==> src/rtl/cpu_defs_pkg.sv <==
// Shared definitions for the 8-bit RISC CPU: opcode encodings, the eight
// instruction phases and the ALU-operand membership test.
package cpu_defs;

    localparam logic [2:0] HLT = 3'd0;
    localparam logic [2:0] SKZ = 3'd1;
    localparam logic [2:0] ADD = 3'd2;
    localparam logic [2:0] AND = 3'd3;
    localparam logic [2:0] XOR = 3'd4;
    localparam logic [2:0] LDA = 3'd5;
    localparam logic [2:0] STO = 3'd6;
    localparam logic [2:0] JMP = 3'd7;

    typedef enum logic [2:0] {
        INST_ADDR  = 3'd0,
        INST_FETCH = 3'd1,
        INST_LOAD  = 3'd2,
        IDLE       = 3'd3,
        OP_ADDR    = 3'd4,
        OP_FETCH   = 3'd5,
        ALU_OP     = 3'd6,
        STORE      = 3'd7
    } phase_e;

    // Instructions that read a memory operand into the accumulator.
    function automatic logic is_aluop(input logic [2:0] op);
        return (op == ADD) || (op == AND) || (op == XOR) || (op == LDA);
    endfunction

    // Phases wrap STORE -> INST_ADDR through 3-bit modulo arithmetic.
    function automatic phase_e next_phase(input phase_e p);
        logic [2:0] raw;
        raw = p + 3'd1;
        return phase_e'(raw);
    endfunction

endpackage

==> src/rtl/cpu_controller.sv <==
// Eight-phase instruction sequencer: a phase counter plus a sticky halt flag,
// with all datapath strobes decoded combinationally from them and the opcode.
module cpu_controller
    import cpu_defs::*;
(
    input  logic       clk,
    input  logic       rst,
    input  logic [2:0] opcode,
    input  logic       zero,
    output logic       sel,
    output logic       rd,
    output logic       wr,
    output logic       ld_ir,
    output logic       ld_ac,
    output logic       ld_pc,
    output logic       inc_pc,
    output logic       data_e,
    output logic       halt,
    output logic [2:0] phase
);

    phase_e phase_q, phase_d;
    logic   halted_q, halted_d;
    logic   aluop;

    // NOTE: state registers use non-blocking assignments so every flop
    // samples the pre-edge value of its neighbours.
    always_ff @(posedge clk) begin
        if (!rst) begin
            phase_q  <= INST_ADDR;
            halted_q <= 1'b0;
        end else begin
            phase_q  <= phase_d;
            halted_q <= halted_d;
        end
    end

    // A HLT caught in OP_ADDR parks the phase there; only reset releases it.
    always_comb begin
        phase_d  = phase_q;
        halted_d = halted_q;
        if (!halted_q) begin
            if (phase_q == OP_ADDR && opcode == HLT) begin
                halted_d = 1'b1;
            end else begin
                phase_d = next_phase(phase_q);
            end
        end
    end

    assign aluop = is_aluop(opcode);
    assign phase = phase_q;

    // NOTE: every output gets a default first so no path infers a latch.
    always_comb begin
        sel    = 1'b0;
        rd     = 1'b0;
        wr     = 1'b0;
        ld_ir  = 1'b0;
        ld_ac  = 1'b0;
        ld_pc  = 1'b0;
        inc_pc = 1'b0;
        data_e = 1'b0;
        halt   = 1'b0;
        if (halted_q) begin
            halt = 1'b1;
        end else begin
            unique case (phase_q)
                INST_ADDR: begin
                    sel = 1'b1;
                end
                INST_FETCH: begin
                    sel = 1'b1;
                    rd  = 1'b1;
                end
                INST_LOAD, IDLE: begin
                    sel   = 1'b1;
                    rd    = 1'b1;
                    ld_ir = 1'b1;
                end
                OP_ADDR: begin
                    inc_pc = 1'b1;
                    halt   = (opcode == HLT);
                end
                OP_FETCH: begin
                    rd = aluop;
                end
                ALU_OP: begin
                    rd     = aluop;
                    inc_pc = (opcode == SKZ) && zero;
                    ld_pc  = (opcode == JMP);
                    data_e = (opcode == STO);
                end
                STORE: begin
                    rd     = aluop;
                    ld_ac  = aluop;
                    ld_pc  = (opcode == JMP);
                    wr     = (opcode == STO);
                    data_e = (opcode == STO);
                end
                default: begin
                    sel = 1'b1;
                end
            endcase
        end
    end

endmodule

==> config.mk <==
export PLATFORM = sky130hd
export DESIGN_NAME = cpu_controller
export DESIGN_NICKNAME = d
export VERILOG_FILES = /design/src/rtl/cpu_defs_pkg.sv /design/src/rtl/cpu_controller.sv
export SDC_FILE = /design/constraint.sdc
export NUM_CORES = 1
export LEC_CHECK = 0
export ABC_AREA = 1
export CORE_AREA = 2 2 39 41
export CTS_CLUSTER_DIAMETER = 100
export DETAILED_ROUTE_END_ITERATION = 12
export DIE_AREA = 0 0 41 43
export PLACE_DENSITY = 0.64
export SYNTH_ARGS = -nofsm -noshare
export SYNTH_HDL_FRONTEND = slang
export SYNTH_SLANG_ARGS = --single-unit
==> constraint.sdc <==
create_clock -name clk -period 1.4 [get_ports clk]
set_input_delay 0.28 -clock clk [delete_from_list [all_inputs] [get_ports clk]]
set_output_delay 0.28 -clock clk [all_outputs]
set_load 0.01 [all_outputs]
## After elaboration in Yosys (flattened, before gate mapping)

Cells that the tools add are included.

| operators by class | value |
|---|---|
| add/subtract/negate cells | 1 |
| multipliers | 0 |
| divide/modulo/power cells | 0 |
| $lt $le $gt $ge | 0 |
| equal/unequal tests | 14 |
| shifts and indexed selects | 0 |
| muxes and demuxes | 20 |
| bitwise operators | 2 |
| reduce and logical (&&, ||, !) cells | 13 |

Operators by type and width:

| kind | count |
|---|---|
| $eq A3 B3 Y1 const B | 8 |
| $mux W1 | 18 |
| $eq A3 B2 Y1 const B | 4 |
| $eq A3 B1 Y1 const B | 2 |
| $logic_not A3 Y1 | 2 |
| $reduce_or A3 Y1 | 2 |
| $pmux W1 S2 | 2 |
| $reduce_or A2 Y1 | 2 |
| $reduce_or A4 Y1 | 1 |
| $add A3 B1 Y3 const B | 1 |
| $logic_or A1 B1 Y1 | 3 |
| $logic_and A1 B1 Y1 | 2 |
| $not A1 Y1 | 2 |
| $reduce_and A2 Y1 | 1 |

| storage, ports and cells | value |
|---|---|
| register bits after elaboration | 4 |
| bits in latches | 0 |
| bits in writable memories | 0 |
| ROM bits | 0 |
| input bits | 6 |
| output and inout port bits | 12 |
| word-level logic and storage cells | 52 |
| memories kept | 0 |

## Depth between registers and ports, before layout

Gate-level depths: netlist of the first run.

| logic depth | value |
|---|---|
| depth in word-level cells | 6 |
| depth in mapped cells | 9 |
| gate-level depth less buffers | 9 |

## Worst setup path after synthesis of the first run

No wires, ideal clock.

| timing path | value |
|---|---|
| path kind | reg2out |
| start point | register phase_q[0] (netlist: phase[0]) |
| end point | output ld_ac |
| arrival | 1.293 ns |
| required time | 1.120 ns |
| path slack | -0.173 ns |
| stages on the path, launching flop included | 5 |
| buffers on the path | 0 |
| cells stage by stage | dfxtp_1 ha_1 ha_1 inv_1 nor4_1 |

| between the ends | value |
|---|---|
| word-level cells in the longest chain between the ends | 3 |

Ends and longest elaborated chain:

| what | RTL line | source |
|---|---|---|
| start, declared | cpu_controller.sv:22 | `phase_e phase_q, phase_d;` |
| start signal, assigned | cpu_controller.sv:33 | `phase_q <= phase_d;` |
| $eq A3 B3 Y1 | cpu_controller.sv:68 | `unique case (phase_q)` |
| $mux W1 | cpu_controller.sv:68 |  |
| $mux W1 | cpu_controller.sv:65 | `if (halted_q) begin` |
| end, declared | cpu_controller.sv:14 | `output logic ld_ac,` |

No other way between the ends.

## Worst setup path in the final report of the first run

| timing path | value |
|---|---|
| start point | register phase_q[0] (netlist: phase[0]) |
| end point | output sel |

| between the ends | value |
|---|---|
| word-level cells in the longest chain between the ends | 4 |
| elaborated cells on any way between the ends | 7 |
| those cells by class | eq/ne (3); mux (2); reduce/logical (2) |

Ends and longest elaborated chain:

| what | RTL line | source |
|---|---|---|
| $eq A3 B2 Y1, or another cell as far along | cpu_controller.sv:68 |  |
| $reduce_or A4 Y1 (no line) (*) | - |  |
| $mux W1 (*) | cpu_controller.sv:68 |  |
| $mux W1 (*) | cpu_controller.sv:65 |  |
| end, declared | cpu_controller.sv:10 | `output logic sel,` |

Every way passes the cells marked *; elsewhere a longest branch is shown, timed or not.

==> impl_metrics.json, run 1 <==
{
  "status": "finished with violations",
  "violations": "setup timing",
  "cts-buffers-inserted": 3,
  "crit_chain": "ha_4 -> ha_4 -> a21o_1 -> nor2_2 -> a21oi_1 -> buf_2",
  "multi_input_area_um2": 408,
  "min_period_ns": 1.68,
  "cts-root-buf": "clkbuf_4",
  "cts_tree": "built",
  "syn_to_final_growth_pct": 106,
  "clockBufferDepth": 2,
  "grt_pass1_vias": 529,
  "synthMuxAreaShare_pct": 0,
  "synth_edf_count": 0,
  "ios": 18,
  "grt_pass1_wl_um": 2020,
  "required_ns": 1.12,
  "finalWirelength_um": 1240,
  "synth.avg_cell_area_um2": 6.65,
  "peakVddDrop_mv": 0.389,
  "netlist_area_um2": 425,
  "die_h_um": 43,
  "synth_nets": 76,
  "hold_violations": 0,
  "drtIter0Drc": 3,
  "min_period_over_period_pct": 120,
  "cts.htree.levels": 1,
  "critPathLaunchType": "register",
  "synth-async-reset-ratio_pct": 0,
  "synth_xor_area_share_pct": 0,
  "clk_latency_ns": 0.24,
  "grtUsageTotal_pct": 17.4,
  "cp_top_family": "flip-flops",
  "worst_pin_slew_ns": 0.206,
  "p_leak_nw": 0.463,
  "finClkSkew_ns": 0.00126,
  "ys_ff_latch": 4,
  "synthDistinctLibCells": 18,
  "fp.coreArea_mm2": 0.00138,
  "vias_per_cell": 4.59,
  "rsz0062_at_grt": "true",
  "die_area_mm2": 0.00176,
  "final_common_cell": "buf_4",
  "cp_slowest_cell": "dfxtp_4",
  "synthCells": 64,
  "place_hpwl_um": 919,
  "firstDrtPassIters": 2,
  "rows": 14,
  "route.antenna.remaining_nets": 0,
  "drc": 0,
  "seq_area_um2": 88.8,
  "synth-seq-area-share_pct": 18.8,
  "relSlewSlack_pct": 86.2,
  "yosys_warnings": 0,
  "routabilityCongestion": 0.725,
  "hold_path.class": "register to register",
  "synthFlopType": "dfxtp_1",
  "path_buf_inv": 1,
  "cts_hold_buf": 0,
  "die_x_um": 41,
  "fin_ws_ns": -0.283,
  "path_max_fanout": 3,
  "crit_path_frequent_cell": "ha_4",
  "clock-sinks": 4,
  "crit_type": "register to output port",
  "cap_violations": 0,
  "synth-simple-area-share_pct": 42.6,
  "setup_viol": 9,
  "start_util_pct": 30.7,
  "power_uw": 548,
  "synth_compound_area_share_pct": 7.06,
  "cp-end-kind": "output port",
  "layout_common_cells": "buf_4, nor2_1, buf_2",
  "synth_fa_ha_area_share_pct": 17.6,
  "max_freq_mhz": 594,
  "overflow": 0,
  "grt_max_degree": 7,
  "avgRoutedWirePerCell_um": 10.4,
  "antenna_found_initial": 0,
  "drive_gt1_share_pct": 62.1,
  "critical_path_arrival_ns": 1.40,
  "powerDensity_mw_per_mm2": 626,
  "vias": 546,
  "io_buffers": 17,
  "nFillCells": 145,
  "max_stage_delay_ns": 0.35,
  "diodes": 0,
  "synth_top_family_by_area": "simple AND/OR/NAND/NOR gates",
  "post-place-ws_ns": -0.642,
  "nets": 117,
  "clkTransAtPathRegs_ns": 0.04,
  "final_max_slew_viol_count": 0
}
==> cell type report <==
cell class	instances	area share [%]
clock buffers	3	2.58
inverters	12	7.58
multi-input cells	48	46.6
flip-flops and latches	4	10.2
well taps	16	2.29
repair buffers	36	30.8
==> cells in the mapped netlist, drive strengths merged, types with 2 or more instances <==
cell,number,share of area [%]
ha,6,18
nand3,6,8.2
a21oi,3,3.5
inv,10,8.8
nand2,14,15
nor2,14,15
dfxtp,4,19
nor4,2,2.9
==> flip-flops by register name, indices dropped and copies added (netlist names) <==
register / flops
phase: 3
halted_q: 1
==> worst register-to-register path: cells and delay by family, from the launching register on <==
family | cells | cell delay (ns)
buf+inv | 4 | 0.35
fa+ha+maj | 1 | 0.16
flops | 1 | 0.36
simple gates | 5 | 0.31
==> metal layers <==
layer | wire length [µm] | GRT usage, % | vias up | share of wire (%)
li1 | - | - | 286 | -
met1 | 500 | 18.6 | 242 | 40
met3 | 46 | 3.14 | 3 | 3.7
met5 | 0 | 0 | - | 0
met4 | 30 | 12.0 | 0 | 2.4
met2 | 659 | 28.4 | 15 | 53
==> final timing paths <==
kind                                from  endpoint  slack (ns)  cells past startpoint
worst min-delay path            phase[2]  phase[2]        0.65                      3
worst max register to register  phase[0]  phase[1]        0.10                     10
worst max-delay path            phase[0]       sel       -0.28                      6
worst min register to register  phase[2]  phase[2]        0.65                      3
==> where the power goes <==
part           internal, mW  switching, mW
Combinational         0.136          0.130
Sequential            0.125         0.0136
Clock                0.0959         0.0473
==> repair_timing <==
action                                  in CTS  in global routing
pin swaps                                    8                  7
gates resized for setup                     63                 12
setup buffers                                3                  0
endpoints found under the setup margin      12                 10
==> cells by family after synthesis <==
group | Yosys count
AOI/OAI and AO/OA | 5
DFF | 4
adders and majority gates | 6
buffers and inverters | 12
and+or+nand+nor | 37
==> metrics by stage <==
stage               std cells  setup TNS (ns)  instance area [µm²]  util (%)  hold WS (ns)
floorplan                  64         -0.0142                  453         -         0.392
global placement          113           -5.11                  763      55.2         0.622
detailed placement        113           -5.30                  763      55.2         0.628
global route              119           -2.27                  875      63.2         0.694
finish                    119           -1.70                  875      63.2         0.654
CTS                       119           -2.01                  851      61.5         0.659
No activity file was read; power rests on OpenSTA's default activity.
==> run 2, diff against run 1 <==
--- a/config.mk
+++ b/config.mk
@@ -10,7 +10,6 @@
 export CTS_CLUSTER_DIAMETER = 100
 export DETAILED_ROUTE_END_ITERATION = 12
 export DIE_AREA = 0 0 41 43
-export PLACE_DENSITY = 0.64
 export SYNTH_ARGS = -nofsm -noshare
 export SYNTH_HDL_FRONTEND = slang
 export SYNTH_SLANG_ARGS = --single-unit
==> constraint.sdc (replaced) <==
create_clock -name clk -period 1.4 [get_ports clk]
set_input_delay 0.28 -clock clk [delete_from_list [all_inputs] [get_ports clk]]
set_output_delay 0.28 -clock clk [all_outputs]
set_load 0.02 [all_outputs]
==> run 2 against run 1 <==
Against the previous run: the flow still finishes with violations (setup timing); largest power group unchanged; wire length decreased by 0.40%; clock skew increased by 0.00085 ns; final area increased by 10%; first-iteration DRC count increased by 100%; clock power increased by 13%; final cell count increased by 1.7%; combinational power increased by 20%; via count decreased by 4.0%; count of clock-buffer cells in the layout increased by 1; largest cell class unchanged; utilization increased by 6.4 points; die area unchanged.
==> impl_metrics.json, run 2 (same netlist as run 1, synthesis figures left out) <==
{
  "cts-root-buf": "clkbuf_4",
  "relSlewSlack_pct": 80.7,
  "powerDensity_mw_per_mm2": 649,
  "rows": 14,
  "ios": 18,
  "cap_violations": 0,
  "grt_pass1_wl_um": 1840,
  "cts.htree.levels": 1,
  "clockBufferDepth": 2,
  "syn_to_final_growth_pct": 126,
  "status": "finished with violations",
  "drive_gt1_share_pct": 64.8,
  "vias_per_cell": 4.33,
  "die_area_mm2": 0.00176,
  "finClkSkew_ns": 0.00211,
  "firstDrtPassIters": 4,
  "place_hpwl_um": 974,
  "finalCoreUtilization_pct": 69.6,
  "final_common_cell": "buf_4",
  "setup_viol": 9,
  "start_util_pct": 30.7,
  "clkTransAtPathRegs_ns": 0.04,
  "min_period_ns": 1.73,
  "fp.coreArea_mm2": 0.00138,
  "cts_hold_buf": 0,
  "crit_type": "register to output port",
  "seq_area_um2": 88.8,
  "fin_ws_ns": -0.329,
  "cp-end-kind": "output port",
  "critical_path_arrival_ns": 1.45,
  "io_buffers": 17,
  "routabilityCongestion": 0.732,
  "finalWirelength_um": 1230,
  "clk_latency_ns": 0.24,
  "hold_path.class": "primary input to register",
  "route.antenna.remaining_nets": 0,
  "grtUsageTotal_pct": 15.4,
  "worst_pin_slew_ns": 0.288,
  "layout_common_cells": "buf_4, nor2_1, nand2_1, buf_6",
  "min_period_over_period_pct": 123,
  "critPathLaunchType": "register",
  "diodes": 0,
  "vias": 524,
  "max_freq_mhz": 578,
  "antenna_found_initial": 0,
  "violations": "setup timing",
  "hold-worst-slack_ns": 0.554,
  "multi_input_area_um2": 428,
  "cts_tree": "built",
  "largest_register_ff_count": 3,
  "drc": 0,
  "die_x_um": 41,
  "clock-sinks": 4,
  "final_max_slew_viol_count": 0,
  "p_leak_nw": 0.499,
  "grt_max_degree": 6,
  "cts-buffers-inserted": 3,
  "die_h_um": 43,
  "peakVddDrop_mv": 0.607,
  "nets": 118,
  "rsz0062_at_grt": "true",
  "avgRoutedWirePerCell_um": 10.2,
  "path_max_fanout": 4,
  "grt_pass1_vias": 474,
  "nFillCells": 130,
  "overflow": 0,
  "hold_violations": 0,
  "required_ns": 1.12,
  "drtIter0Drc": 6
}
run 2: through the flow:
step / setup WS [ns] / setup TNS [ns] / std cells / total power, mW / instance area (µm²)
2_1_floorplan: -0.0246 / -0.0622 / 64 / 0.291 / 504
3_3_place_gp: -0.769 / -6.08 / 112 / 0.415 / 807
3_5_place_dp: -0.811 / -6.34 / 112 / 0.418 / 807
4_1_cts: -0.357 / -2.66 / 118 / 0.593 / 880
5_1_grt: -0.386 / -2.85 / 121 / 0.665 / 963
6_report: -0.329 / -2.26 / 121 / 0.626 / 963
run 2: repair_timing:
action / in CTS / in global routing
setup endpoints to repair: 12 / 9
pin swaps: 9 / 15
buffers inserted: 2 / 3
gates resized for setup: 58 / 18
gates cloned: 0 / 0
run 2: final timing paths:
path | to | cells past startpoint | slack [ns] | start
setup / recovery | sel | 6 | -0.33 | phase[0]
hold / removal | halted_q | 6 | 0.55 | opcode[1]
setup reg to reg | phase[2] | 11 | 0.05 | phase[0]
hold reg to reg | phase[0] | 3 | 0.66 | phase[0]
run 2: worst max-delay path, stage by stage, from the launching register on:
cell	delay [ns]
dfxtp_4	0.36
ha_4	0.18
ha_4	0.15
a21o_1	0.18
nor2_4	0.13
a21oi_2	0.07
buf_6	0.13
run 2: routing by layer:
| metal | GRT usage (%) | wire [µm] | vias up |
|---|---|---|---|
| li1 | - | - | 287 |
| met1 | 18.7 | 517 | 224 |
| met2 | 25.0 | 658 | 11 |
| met3 | 1.57 | 32 | 2 |
| met4 | 8.00 | 22 | 0 |
| met5 | 0 | 0 | - |
run 2: layout make-up:
class / instances / area share, %
timing repair buffer: 37 / 34.9
inverter: 12 / 6.62
multi-input combinational: 48 / 44.4
sequential: 4 / 9.22
clock buffer: 4 / 2.73
tap: 16 / 2.08
run 2: power breakdown:
group	switching (mW)	internal (mW)
registers	0.0186	0.126
clock network	0.0542	0.107
logic	0.158	0.162
==> RTL change, RTL diff (config.mk and constraints of run 2) <==
Register the output `phase` once more; this adds one clock of latency there. The other outputs are not delayed to match.
--- a/src/rtl/cpu_controller.sv
+++ b/src/rtl/cpu_controller.sv
@@ -51,3 +51,5 @@
     assign aluop = is_aluop(opcode);
-    assign phase = phase_q;
+    always_ff @(posedge clk) begin
+        phase <= phase_q;
+    end
 
Check against the original RTL: not equivalent (Yosys sat finds a counterexample within 4 cycles, from zero or initial values and one cycle with rst low).
==> RTL change against run 2 <==
The run still ends with setup timing left; routed wire length grew 8.6%; area after synthesis grew 14%; hold slack lost 0.15 ns; clock power grew 7%; design area shrank 2.6%; critical endpoint is now data_e; worst setup slack lost 0.025 ns; total power grew 12%; global-route usage grew 3.0 points; sequential cell count grew 3; synthesized cell count grew 4.7%; sequential share of layout area grew 6.6 points; via count grew 1.1%.
==> RTL change: results (changes against run 2) <==
GRT Util Overall=18.3% (was 15.4%); first-pass GRT wire length=2230 µm (was 1840 µm); DP Area=835 µm² (was 807 µm²); Synth top cells by count=nor2_1, nand2_1, inv_1 (unchanged); M1 GR Usage=21.8% (was 18.7%); vias in the first global route=538 (was 474); sequential fraction of the synthesis area=28.9% (was 18.8%); setup TNS=-2.37 ns (was -2.26 ns); max_slew headroom=81.1% (was 80.7%); failing checks=setup timing (unchanged); drt wl/cell=11.2 µm (was 10.2 µm); status=finished, violations left (unchanged); Final Setup Violations=9 (unchanged); syn nets=79 (was 76); Synth Area in Compound Gates=6.19% (was 7.06%); P_leak=0.477 nW (was 0.499 nW); share of layout cells above drive strength 1=56.3% (was 64.8%); synthesized instance count=67 (was 64); Hold WC Path Type=reg2reg (was in2reg); Avg Vias per Cell=4.45 (was 4.33); cts bufs inserted=3 (unchanged); Finished Layout Cells=119 (was 121); GPL Wtd Cong=0.725 (was 0.732); Max VDD drop=0.671 mV (was 0.607 mV); crit path DAT=1.47 ns (was 1.45 ns); skew final=0.00376 ns (was 0.00211 ns); Area contributors post-synth=dfxtp_1, ha_1, nor2_1, nand2_1, nand2_2 (unchanged); worst setup margin=-0.353 ns (was -0.329 ns); post-synthesis adder-cell area fraction=15.5% (was 17.6%); Final HPWL DP=966 µm (was 974 µm); met2 Use GR=30.0% (was 25.0%)
[RTL change: cell count changes in the layout (fill, tap and decap cells not counted), moves of 2 or more]
cell            before  now
dlymetal6s2s_1       3    1
buf_6                7    2
dfxtp_1              1    4
nor2_2               4    2
nor2_1               8   11
dlygate4sd2_1        2    5
[RTL change: metal layers]
layer  part of all wire [%]  wire length [µm]  up-vias
met2                     54               722        7
met4                      0                 0        0
met1                     43               575      238
met3                    3.0                40        0
li1                       -                 -      285
met5                      0                 0        -
[RTL change: per-stage QoR]
stage	hold slack, ns	util, %
after floorplan	0.384	-
after global placement	0.391	60.3
after detailed placement	0.392	60.3
after CTS	0.402	64.6
after global routing	0.406	67.8
final	0.403	67.8
[RTL change: worst paths after layout]
kind	slack, ns	from	cells after the start	to
setup / recovery	-0.35	phase_q[1]	5	data_e
hold / removal	0.40	phase_q[0]	0	phase[0]
setup reg to reg	0.11	phase_q[0]	10	phase_q[1]
hold reg to reg	0.40	phase_q[0]	0	phase[0]
[RTL change: cell families after synthesis]
logic type / count (synthesis)
AO/OA/AOI/OAI: 5
AND/OR/NAND/NOR: 37
adder cells (fa/ha/maj): 6
flip-flops: 7
buffers and inverters: 12
[RTL change: power by group through the flow]
stage               logic (W)  registers [W]  clock network (W)
global route         0.000312       0.000242           0.000193
global placement     0.000251       0.000241                  0
floorplan            0.000116       0.000254                  0
detailed placement   0.000251       0.000241                  0
CTS                  0.000254       0.000238           0.000180
finish               0.000287       0.000240           0.000173
[RTL change: layout make-up]
| class | count | area (µm²) | share of cell area (%) |
|---|---|---|---|
| Tap cell | 16 | 20.0 | 2.13 |
| Timing Repair Buffer | 32 | 277 | 29.5 |
| Multi-Input combinational cell | 48 | 404 | 43.1 |
| Clock buffer | 4 | 26.3 | 2.80 |
| Sequential cell | 7 | 149 | 15.9 |
| Inverter | 12 | 62.6 | 6.67 |
[RTL change: worst max-delay path: stages, from the launching register on]
cell	delay, ns
dfxtp_4	0.36
ha_4	0.18
ha_4	0.17
o211ai_1	0.27
nor2_1	0.09
buf_4	0.16
[RTL change: repair_timing]
action                     4_1_cts  5_1_grt
setup endpoints to repair       12       10
resized for setup               62       10
cloned                           0        0
buffers inserted                 2        1
pin swaps                        5        6
